File: src/rtl/mask_bbox_tracker.sv
// Per-frame bounding box and pixel count of a 1-bit mask stream.
// Results are latched on each vsync leading edge; the first partial frame after reset is dropped.
module mask_bbox_tracker #(
  parameter int COORD_W    = 12,
  parameter int CNT_W      = 22,
  parameter int MIN_PIXELS = 16,
  parameter bit VS_POL     = 1'b1
) (
  input  logic               clk,
  input  logic               rst_n,
  input  logic               de_in,
  input  logic               hdmi_hs_in,
  input  logic               hdmi_vs_in,
  input  logic               mask_in,
  output logic [COORD_W-1:0] x_min,
  output logic [COORD_W-1:0] x_max,
  output logic [COORD_W-1:0] y_min,
  output logic [COORD_W-1:0] y_max,
  output logic [CNT_W-1:0]   pixel_count,
  output logic               box_valid,
  output logic               frame_done,
  output logic               hdmi_hs_out,
  output logic               hdmi_vs_out,
  output logic               de_out
);

  localparam logic [CNT_W-1:0] MIN_CNT = CNT_W'(MIN_PIXELS);

  typedef enum logic {
    WAIT_SYNC,
    ACCUM
  } state_t;

  state_t               state;
  logic [COORD_W-1:0]   x, y;
  logic [COORD_W-1:0]   acc_xmin, acc_xmax, acc_ymin, acc_ymax;
  logic [CNT_W-1:0]     acc_cnt;
  logic                 vs_act_d;
  logic                 de_d;

  logic                 vs_act, vs_edge, de_fall, hit;
  logic [COORD_W-1:0]   x_inc, y_inc;
  logic [CNT_W-1:0]     cnt_inc;
  logic                 box_ok;

  always_comb begin
    vs_act  = (hdmi_vs_in == VS_POL);
    vs_edge = vs_act & ~vs_act_d;
    de_fall = ~de_in & de_d;
    hit     = de_in & mask_in;
    x_inc   = (x == '1) ? x : x + COORD_W'(1);
    y_inc   = (y == '1) ? y : y + COORD_W'(1);
    cnt_inc = (acc_cnt == '1) ? acc_cnt : acc_cnt + CNT_W'(1);
    box_ok  = (acc_cnt >= MIN_CNT);
  end

  always_ff @(posedge clk or negedge rst_n) begin
    if (!rst_n) begin
      state       <= WAIT_SYNC;
      x           <= '0;
      y           <= '0;
      acc_xmin    <= '1;
      acc_ymin    <= '1;
      acc_xmax    <= '0;
      acc_ymax    <= '0;
      acc_cnt     <= '0;
      vs_act_d    <= 1'b0;
      de_d        <= 1'b0;
      x_min       <= '0;
      x_max       <= '0;
      y_min       <= '0;
      y_max       <= '0;
      pixel_count <= '0;
      box_valid   <= 1'b0;
      frame_done  <= 1'b0;
      hdmi_hs_out <= 1'b0;
      hdmi_vs_out <= 1'b0;
      de_out      <= 1'b0;
    end else begin
      vs_act_d    <= vs_act;
      de_d        <= de_in;
      hdmi_hs_out <= hdmi_hs_in;
      hdmi_vs_out <= hdmi_vs_in;
      de_out      <= de_in;
      frame_done  <= 1'b0;

      case (state)
        WAIT_SYNC: begin
          if (vs_edge) begin
            state    <= ACCUM;
            x        <= '0;
            y        <= '0;
            acc_xmin <= '1;
            acc_ymin <= '1;
            acc_xmax <= '0;
            acc_ymax <= '0;
            acc_cnt  <= '0;
          end
        end

        ACCUM: begin
          if (vs_edge) begin
            // vs edge takes priority: a mask pixel in this same cycle is dropped
            pixel_count <= acc_cnt;
            box_valid   <= box_ok;
            x_min       <= box_ok ? acc_xmin : '0;
            x_max       <= box_ok ? acc_xmax : '0;
            y_min       <= box_ok ? acc_ymin : '0;
            y_max       <= box_ok ? acc_ymax : '0;
            frame_done  <= 1'b1;
            x           <= '0;
            y           <= '0;
            acc_xmin    <= '1;
            acc_ymin    <= '1;
            acc_xmax    <= '0;
            acc_ymax    <= '0;
            acc_cnt     <= '0;
          end else begin
            if (de_in) begin
              x <= x_inc;
            end else if (de_fall) begin
              x <= '0;
              y <= y_inc;
            end
            if (hit) begin
              if (x < acc_xmin) acc_xmin <= x;
              if (x > acc_xmax) acc_xmax <= x;
              if (y < acc_ymin) acc_ymin <= y;
              if (y > acc_ymax) acc_ymax <= y;
              acc_cnt <= cnt_inc;
            end
          end
        end

        default: state <= WAIT_SYNC;
      endcase
    end
  end

endmodule

File: config.mk
export PLATFORM = sky130hd
export DESIGN_NAME = mask_bbox_tracker
export DESIGN_NICKNAME = d
export VERILOG_FILES = /design/src/rtl/mask_bbox_tracker.sv
export SDC_FILE = /design/constraint.sdc
export NUM_CORES = 1
export LEC_CHECK = 0
export CORE_MARGIN = 2
export CORE_UTILIZATION = 62
export DETAILED_ROUTE_END_ITERATION = 12
export GPL_TIMING_DRIVEN = 0
export PLACE_DENSITY = 0.85
export RECOVER_POWER = 25
export SLEW_MARGIN = 0
export SYNTH_ARGS = -nofsm -noshare
export SYNTH_HDL_FRONTEND = slang
export SYNTH_SLANG_ARGS = --single-unit
File: constraint.sdc
create_clock -name clk -period 3.3 [get_ports clk]
set_input_delay 0.495 -clock clk [delete_from_list [all_inputs] [get_ports clk]]
set_output_delay 0.495 -clock clk [all_outputs]
set_load 0.02 [all_outputs]
# Yosys cells after proc, flatten, opt, wreduce, memory -nomap -nowiden

Cells that the tools add are included.

Register bits: 170
Word-level logic and storage cells: 95
Bits of input ports: 6
Output and inout port bits: 75

$lt $le $gt $ge: 5
Mux-type cells: 40
Bitwise gates (word level): 6
Equal/unequal tests: 15
$add $sub $neg: 3
Reduce and logical (&&, ||, !) cells: 8

Operators with widths:

| kind                  | number |
|---|---|
| $mux 12               | 26 |
| $pmux 12 s2           | 6 |
| $mux 22               | 4 |
| $pmux 22 s2           | 1 |
| $add 12x1->12 const B | 2 |
| $eq 12x12->1 const B  | 2 |
| $gt 12x12->1          | 2 |
| $lt 12x12->1          | 2 |
| $add 22x1->22 const B | 1 |
| $eq 22x22->1 const B  | 1 |
| $ge 22x5->1 const B   | 1 |
| $ne 3x1->1 const B    | 6 |
| $reduce_and 3->1      | 6 |
| $ne 3x3->1 const B    | 2 |
| $ne 4x2->1 const B    | 1 |
| $ne 4x4->1 const B    | 1 |
| $reduce_and 4->1      | 1 |
| $and 1x1->1           | 3 |
| $mux 1                | 3 |
| $ne 3x2->1 const B    | 1 |
| $not 1->1             | 3 |
| $ne 2x2->1 const B    | 1 |
| $reduce_and 2->1      | 1 |

# Logic depth before layout (Yosys ltp)

Gate-level depths: netlist of the first run.

Depth in word-level cells: 6
Gate-level depth with buffers: 8
Gate-level depth less buffers: 7

# Least setup slack after synthesis of the first run

OpenSTA, ideal clock, no wires.

Path type: flip-flop to flip-flop
From: register x[11]
To: register acc_xmax[1]
Path buffers: 1
Data required time: 3.210 ns
Arrival time: 1.891 ns
Cell stages (with the launch flop): 8
Setup time: 0.090 ns
Slack: 1.319 ns
Cells stage by stage: dfrtp_1 ha_1 nand2_1 o21a_1 a2111oi_0 o21ai_0 clkbuf_1 o221ai_1

Longest elaborated chain between the ends: 3

Ends and longest elaborated chain:

| item                              | RTL line | RTL |
|---|---|---|
| from (decl)                       | 35       | `logic [COORD_W-1:0] x, y;` |
| from (signal assigned)            | 120      | `x <= x_inc;` |
| $gt 12x12->1                      | 127      | `if (x > acc_xmax) acc_xmax <= x;` |
| $ne 3x1->1 (no source line)       | --       |  |
| $reduce_and 3->1 (no source line) | --       |  |
| to (signal assigned)              | 95       | `acc_xmax <= '0;` |
| to (signal assigned)              | 115      | `acc_xmax <= '0;` |
| to (signal assigned)              | 127      |  |
| to (decl)                         | 36       | `logic [COORD_W-1:0] acc_xmin, acc_xmax, acc_ymin, acc_ymax;` |

Every way passes these cells.
A chain may end at the register's enable or synchronous reset.

# Final worst setup path of the first run

From: input hdmi_vs_in
To: register x_max[7]

Longest elaborated chain between the ends: 2

Ends and longest elaborated chain:

| item                              | RTL line | RTL |
|---|---|---|
| from (decl)                       | 13       | `input logic hdmi_vs_in,` |
| $and 1x1->1                       | 48       | `vs_edge = vs_act & ~vs_act_d;` |
| $reduce_and 2->1 (no source line) | --       |  |
| to (signal assigned)              | 107      | `x_max <= box_ok ? acc_xmax : '0;` |
| to (decl)                         | 16       | `output logic [COORD_W-1:0] x_max,` |

Every way passes these cells.

==> metrics, run 1 <==
Bufs and invs on worst path=4; EDFF count, synth=0; Slew Limit Headroom=-10.6%; final net count=around 1000; Worst-Skew Late Latency=430 ps; Compound-Gate Fraction of Synth Area=14.9%; TritonCTS Buffers=17; Reg-to-Reg End=acc_xmax[1]; clock root buffer=clkbuf_16; initial core utilization=63.2%; fraction of registers with async set/reset=100%; crit path launch=hdmi_vs_in; PortBufs=80; status=finished, violations left; CP Launch Type=input pin; Worst Hold Path EP=box_valid; adder and majority gate portion of the synthesized area=7.16%; DR vias=7186; mux contribution to synthesized area=7.07%; CP max FO=10; R2R depth=7; fin area=0.0103 mm2; CTS sink cnt=170; # rows=43; Overall Global Routing Usage=28.9%; DIE WIDTH=approximately 120 um; Synth Cell Area=0.00874 mm2; Least-Margin Pin Slew=1660 ps; CTS clk-pin slew, worst paths=60 ps; Final Util=about three quarters; die span in y=123 um; CP Data Arrival Time=2990 ps; Vias/cell=6.23; area delta synth->final=18.3%; leakage dissipation=4.73 nW; final period utilization=79.4%; Crit-path slowest cell=dlygate4sd3_1; initial antenna violation count=0; MaxCap Viol Count=1; CP delay by family, top=buffers and inverters; failing checks=max-capacitance violations, max-slew violations; Synth Flop Type=dfrtp_1; Hold Slack=a little under 500 ps; number of stages on the worst setup path=8; Peak VDD IR=~370 uV; final hold vios=0; P per Cell Area=roughly 470 mW/mm2; Ports=slightly above 80; first drt pass iteration count=5; Seq/Total Area, Yosys=between 40% and 50%; fin crit period=~2600 ps; largest net degree at the start of global routing=about 120; Distinct cells, synth=57; hold path cells=1; drc violations=0; Placer Congestion=0.902; DRT antenna net count=0; most frequent cells in the layout=dfrtp_1, clkdlybuf4s50_1, nand2_1, inv_1; routed wire length=20.7 mm; pre-CTS setup slack=299 ps; Syn Nets=916; worst path cell trace=dlygate4sd3_1, nor2b_1, buf_2, nand2_1, nor2_1, buf_2, buf_2, a22o_1; Placement Cell Area=0.00980 mm2; Synth Area in XOR/XNOR=0.601%; Critical Path RT=3670 ps; simple-gate share of the synthesized area=16.2%; fmax=0.382 GHz; Hold Startpoint=box_valid; HPWL after DPL=14.4 mm; CTS H-tree depth=4; # setup viols final=0; GRT overflow=0; TritonCTS clock tree=done; clock skew=between 6 and 7 ps; Crit Path Class=input pin to flop; Mapped Cells=860; most common cell after layout, fill and taps aside=dfrtp_1; largest family of logic cells by synthesized area=simple AND/OR/NAND/NOR gates; RSZ-0062 raised after global routing=no; Largest stage delay, worst path=between 600 and 700 ps; share of cells above drive strength 1=between 10% and 20%; FF-to-FF Start=x[9]; YS warnings=0; vias in the first global route=between 6000 and 7000; first-pass GRT wire length=between 30 and 40 mm; final total power=0.00485 W; area of the core=roughly 0.014 mm2; diodes inserted=0; Resized cells post-CTS=0; max-slew violations=121; DR iter-0 viols=584; post-synthesis area per instance=10.2 um2; die footprint=0.0151 mm2; CP dominant cell by count=buf_2; Crit. End Element=flop; Final WS setup=between 600 and 700 ps; Hold Path Class=flop to flop; FF-to-FF setup slack=920 ps; DR WL/cell=17.9 um; FF+latch count, synth=170; post-CTS setup buffers=0; Clock Tree Buf Depth=2
## sequential cells by signal, indices dropped and copies added (netlist names), 12 cells and up
register / cells
y_max: 12
acc_cnt: 22
pixel_count: 22
y_min: 12
acc_ymax: 12
acc_xmin: 12
x_max: 12
acc_xmax: 12
x: 12
y: 12
acc_ymin: 12
x_min: 12
## per-layer routing
layer  wire, um  up-vias  track usage [%]
met5          0        -                0
met4        518        0             11.3
met3       1340       41             5.48
met2       9780      272             44.5
met1       9020     3531             40.6
li1           -     3342                -
## layout make-up
cell class                      count  area, um2
Clock buffer                       22        454
Clock inverter                     10        100
Multi-Input combinational cell    579       4020
Buffer                             47        203
Sequential cell                   170       4280
Tap cell                          180        225
Inverter                           64        240
Timing Repair Buffer               82        823
Fill cell                         978       3480
## power by group
group / internal (W) / switching, W
sequential: 0.00224 / 0.000130
combinational: 0.000232 / 0.000334
clock: 0.00112 / 0.000789
## stage by stage
stage	cells	TNS, ps
4_1_cts	1154	0
5_1_grt	1154	0
3_3_place_gp	1120	-806520
3_5_place_dp	1121	0
2_1_floorplan	860	0
6_report	1154	0
## synthesized netlist by cell type (all sizes together) (8+ instances only)
cell type	count	share of area, %
mux2i	37	4.2
nand2	72	3.1
nor2	48	2.1
o221ai	12	1.2
o21ai	39	2.4
o211ai	8	0.74
dfrtp	146	42
dfstp	24	7.2
nor3	32	1.8
nand4	18	1.3
buf	18	1.1
o31ai	8	0.69
mux2	22	2.8
or3	19	1.4
a21oi	43	2.5
nand3	41	2.5
inv	64	2.7
nor4	11	0.86
or4	8	0.69
clkbuf	29	1.3
ha	50	7.2
a22o	50	5.0
## how the worst max path moves through the flow
stage / to / slack, ps
after floorplan: acc_xmax[1] / 1320
after global placement: acc_ymax[5] / -5060
after detailed placement: x_max[7] / 300
after CTS: x_max[7] / 770
after global routing: y_min[3] / 410
final: x_max[7] / 680
## cells by family (layout without fill, tap and decap cells)
group	count (synthesis)	after routing
AND/OR/NAND/NOR	279	279
AO/OA/AOI/OAI	185	185
flip-flops	170	170
buffers and inverters	111	225
multiplexers	59	59
adder cells (fa/ha/maj)	50	50
XOR/XNOR	6	6
## repair_timing
item / CTS / global route
endpoints found under the setup margin: 0 / 0
hold buffers: 1 / 0
endpoints found under the hold margin: 40 / 0
Power figures use the tool's default switching activity.
==> inputs of run 2 (changes only) <==
--- a/config.mk
+++ b/config.mk
@@ -6,10 +6,10 @@
 export NUM_CORES = 1
 export LEC_CHECK = 0
 export CORE_MARGIN = 2
-export CORE_UTILIZATION = 62
+export CORE_UTILIZATION = 58
 export DETAILED_ROUTE_END_ITERATION = 12
 export GPL_TIMING_DRIVEN = 0
-export PLACE_DENSITY = 0.85
+export PLACE_DENSITY = 0.8
 export RECOVER_POWER = 25
 export SLEW_MARGIN = 0
 export SYNTH_ARGS = -nofsm -noshare
==> constraint.sdc (replaced) <==
create_clock -name clk -period 2.6 [get_ports clk]
set_input_delay 0.39 -clock clk [delete_from_list [all_inputs] [get_ports clk]]
set_output_delay 0.39 -clock clk [all_outputs]
set_load 0.02 [all_outputs]
==> metrics, run 2 (synthesis results as in run 1) <==
Peak VDD IR=507 uV (+37%); Hold Startpoint=pixel_count[21]; Vias/cell=6.15 (-1.3%); HPWL after DPL=14.4 mm (-0.16%); initial core utilization=59.7% (-3.5 points); CP Launch Type=input pin; largest net degree at the start of global routing=107 (-12%); Clock Tree Buf Depth=2 (unchanged); max-slew violations=65 (-46%); vias in the first global route=6765 (+0.74%); Worst-Skew Late Latency=430 ps (about the same); crit path launch=hdmi_vs_in; fin area=0.0104 mm2 (+0.73%); CTS sink cnt=170 (unchanged); final hold vios=0 (unchanged); Least-Margin Pin Slew=1600 ps (-57.6 ps); final period utilization=between 90% and 100%; # setup viols final=0 (unchanged); clock root buffer=clkbuf_16; PortBufs=80 (unchanged); Worst Hold Path EP=pixel_count[21]; TritonCTS Buffers=17 (unchanged); biggest regs=acc_cnt (22), pixel_count (22); # rows=44 (+2.3%); Final WS setup=230 ps (-450 ps); Final Util=71.2% (-3.7 points); area of the core=0.0146 mm2 (+5.9%); first drt pass iteration count=6 (+1); Slew Limit Headroom=-6.78% (+3.8 points); drc violations=0 (unchanged); hold path cells=2 (+1); Crit Path Class=input pin to flop; Ports=81 (unchanged); RSZ-0062 raised after global routing=no; failing checks=max-capacitance violations, max-slew violations; P per Cell Area=611 mW/mm2 (+30%); DIE WIDTH=127 um (+3.3%); total negative slack=0 ps (unchanged); Critical Path RT=2930 ps (-740 ps); Global Route met1 Usage=38.6% (-1.9 points); initial antenna violation count=0 (unchanged); CP max FO=10 (unchanged); DRT antenna net count=0 (unchanged); most common cell after layout, fill and taps aside=dfrtp_1; routed wire length=20.6 mm (-0.44%); final total power=0.00637 W (+31%); status=finished, violations left; met3 usage=4.60% (-0.89 points); TritonCTS clock tree=done; CP Data Arrival Time=2700 ps (-290 ps); clock skew=7.64 ps (+0.902 ps); Fillers=1104 (+13%); most frequent cells in the layout=dfrtp_1, clkdlybuf4s50_1, nand2_1, inv_1; fin crit period=around 2400 ps; CTS clk-pin slew, worst paths=60 ps (about the same); CTS H-tree depth=4 (unchanged); share of cells above drive strength 1=11.0% (+0.31 points); Placer Congestion=0.902 (about the same); first-pass GRT wire length=34.8 mm (+2.8%); MaxCap Viol Count=1 (unchanged); Overall Global Routing Usage=27.1% (-1.8 points); area of the multi-input gates=0.00402 mm2 (about the same); R2R depth=6 (-1); GRT Max-Usage Layer=met2; Crit. End Element=flop; Hold Path Class=flop to flop; diodes inserted=0 (unchanged); DR vias=7118 (-0.95%); met2 Resource Use GR=43.0% (-1.5 points); Placement Cell Area=0.00981 mm2 (about the same); pre-CTS setup slack=-253 ps (-553 ps); Reg-to-Reg End=x_min[0]; DR iter-0 viols=647 (+11%); fmax=around 0.42 GHz; die footprint=0.0161 mm2 (+6.7%); final net count=1017 (unchanged); DR WL/cell=17.8 um (-0.78%); GRT overflow=0 (unchanged); FF-to-FF Start=acc_cnt[17]; die span in y=127 um (+3.3%); leakage dissipation=4.76 nW (+0.55%); FF-to-FF setup slack=230 ps (-690 ps); FF+latch area=0.00428 mm2 (unchanged); area delta synth->final=19.2%
[run 2: cell count changes in the layout (fill, tap and decap cells not counted), moves of 2 or more]
cell      previous run  this run
clkbuf_1            32        30
clkbuf_2             1         3
clkbuf_8             1         5
clkinv_2             8         3
[run 2: what timing repair did]
item,CTS,global route
hold endpoints to repair,61,0
setup buffers,0,0
setup endpoints to repair,0,17
hold buffers,1,0
gates resized for setup,0,4
[run 2: metal layers]
metal	part of all wire, %	vias up
li1	-	3334
met5	0	-
met1	46	3496
met3	5.6	35
met4	1.9	0
met2	47	253
[run 2: power breakdown]
group	internal [W]	switching [W]	total, W
sequential	0.00284	0.000164	0.00301
clock	0.00164	0.00100	0.00264
combinational	0.000295	0.000426	0.000721
total	0.00477	0.00159	0.00637
[run 2: worst max path at each step]
stage | depth (start not counted) | slack, ps | to
floorplan | 7 | 620 | acc_xmax[1]
global placement | 1 | -5740 | x_max[6]
detailed placement | 8 | -250 | x_max[4]
CTS | 8 | 120 | x_min[0]
global route | 8 | 60 | acc_xmax[9]
finish | 8 | 230 | acc_xmax[9]
[run 2: through the flow]
stage | std cells | hold slack [ps]
floorplan | 860 | 94.4
global placement | 1124 | 465
detailed placement | 1125 | 367
CTS | 1158 | 390
global route | 1158 | 505
finish | 1158 | 479
[run 2: layout make-up]
cell class                 count  share of cell area, %
clock inverter                 7                   1.08
timing repair buffer          82                   7.93
multi-input combinational    579                   38.6
buffer                        47                   1.96
clock buffer                  25                   4.85
tap                          184                   2.21
inverter                      64                   2.31
sequential                   170                   41.1
[run 2: critical path: stages]
cell	delay, ps
clkdlybuf4s50_1	480
nor2b_1	190
buf_2	190
nor2_1	200
buf_2	290
buf_1	580
nand3_1	150
o221ai_1	220
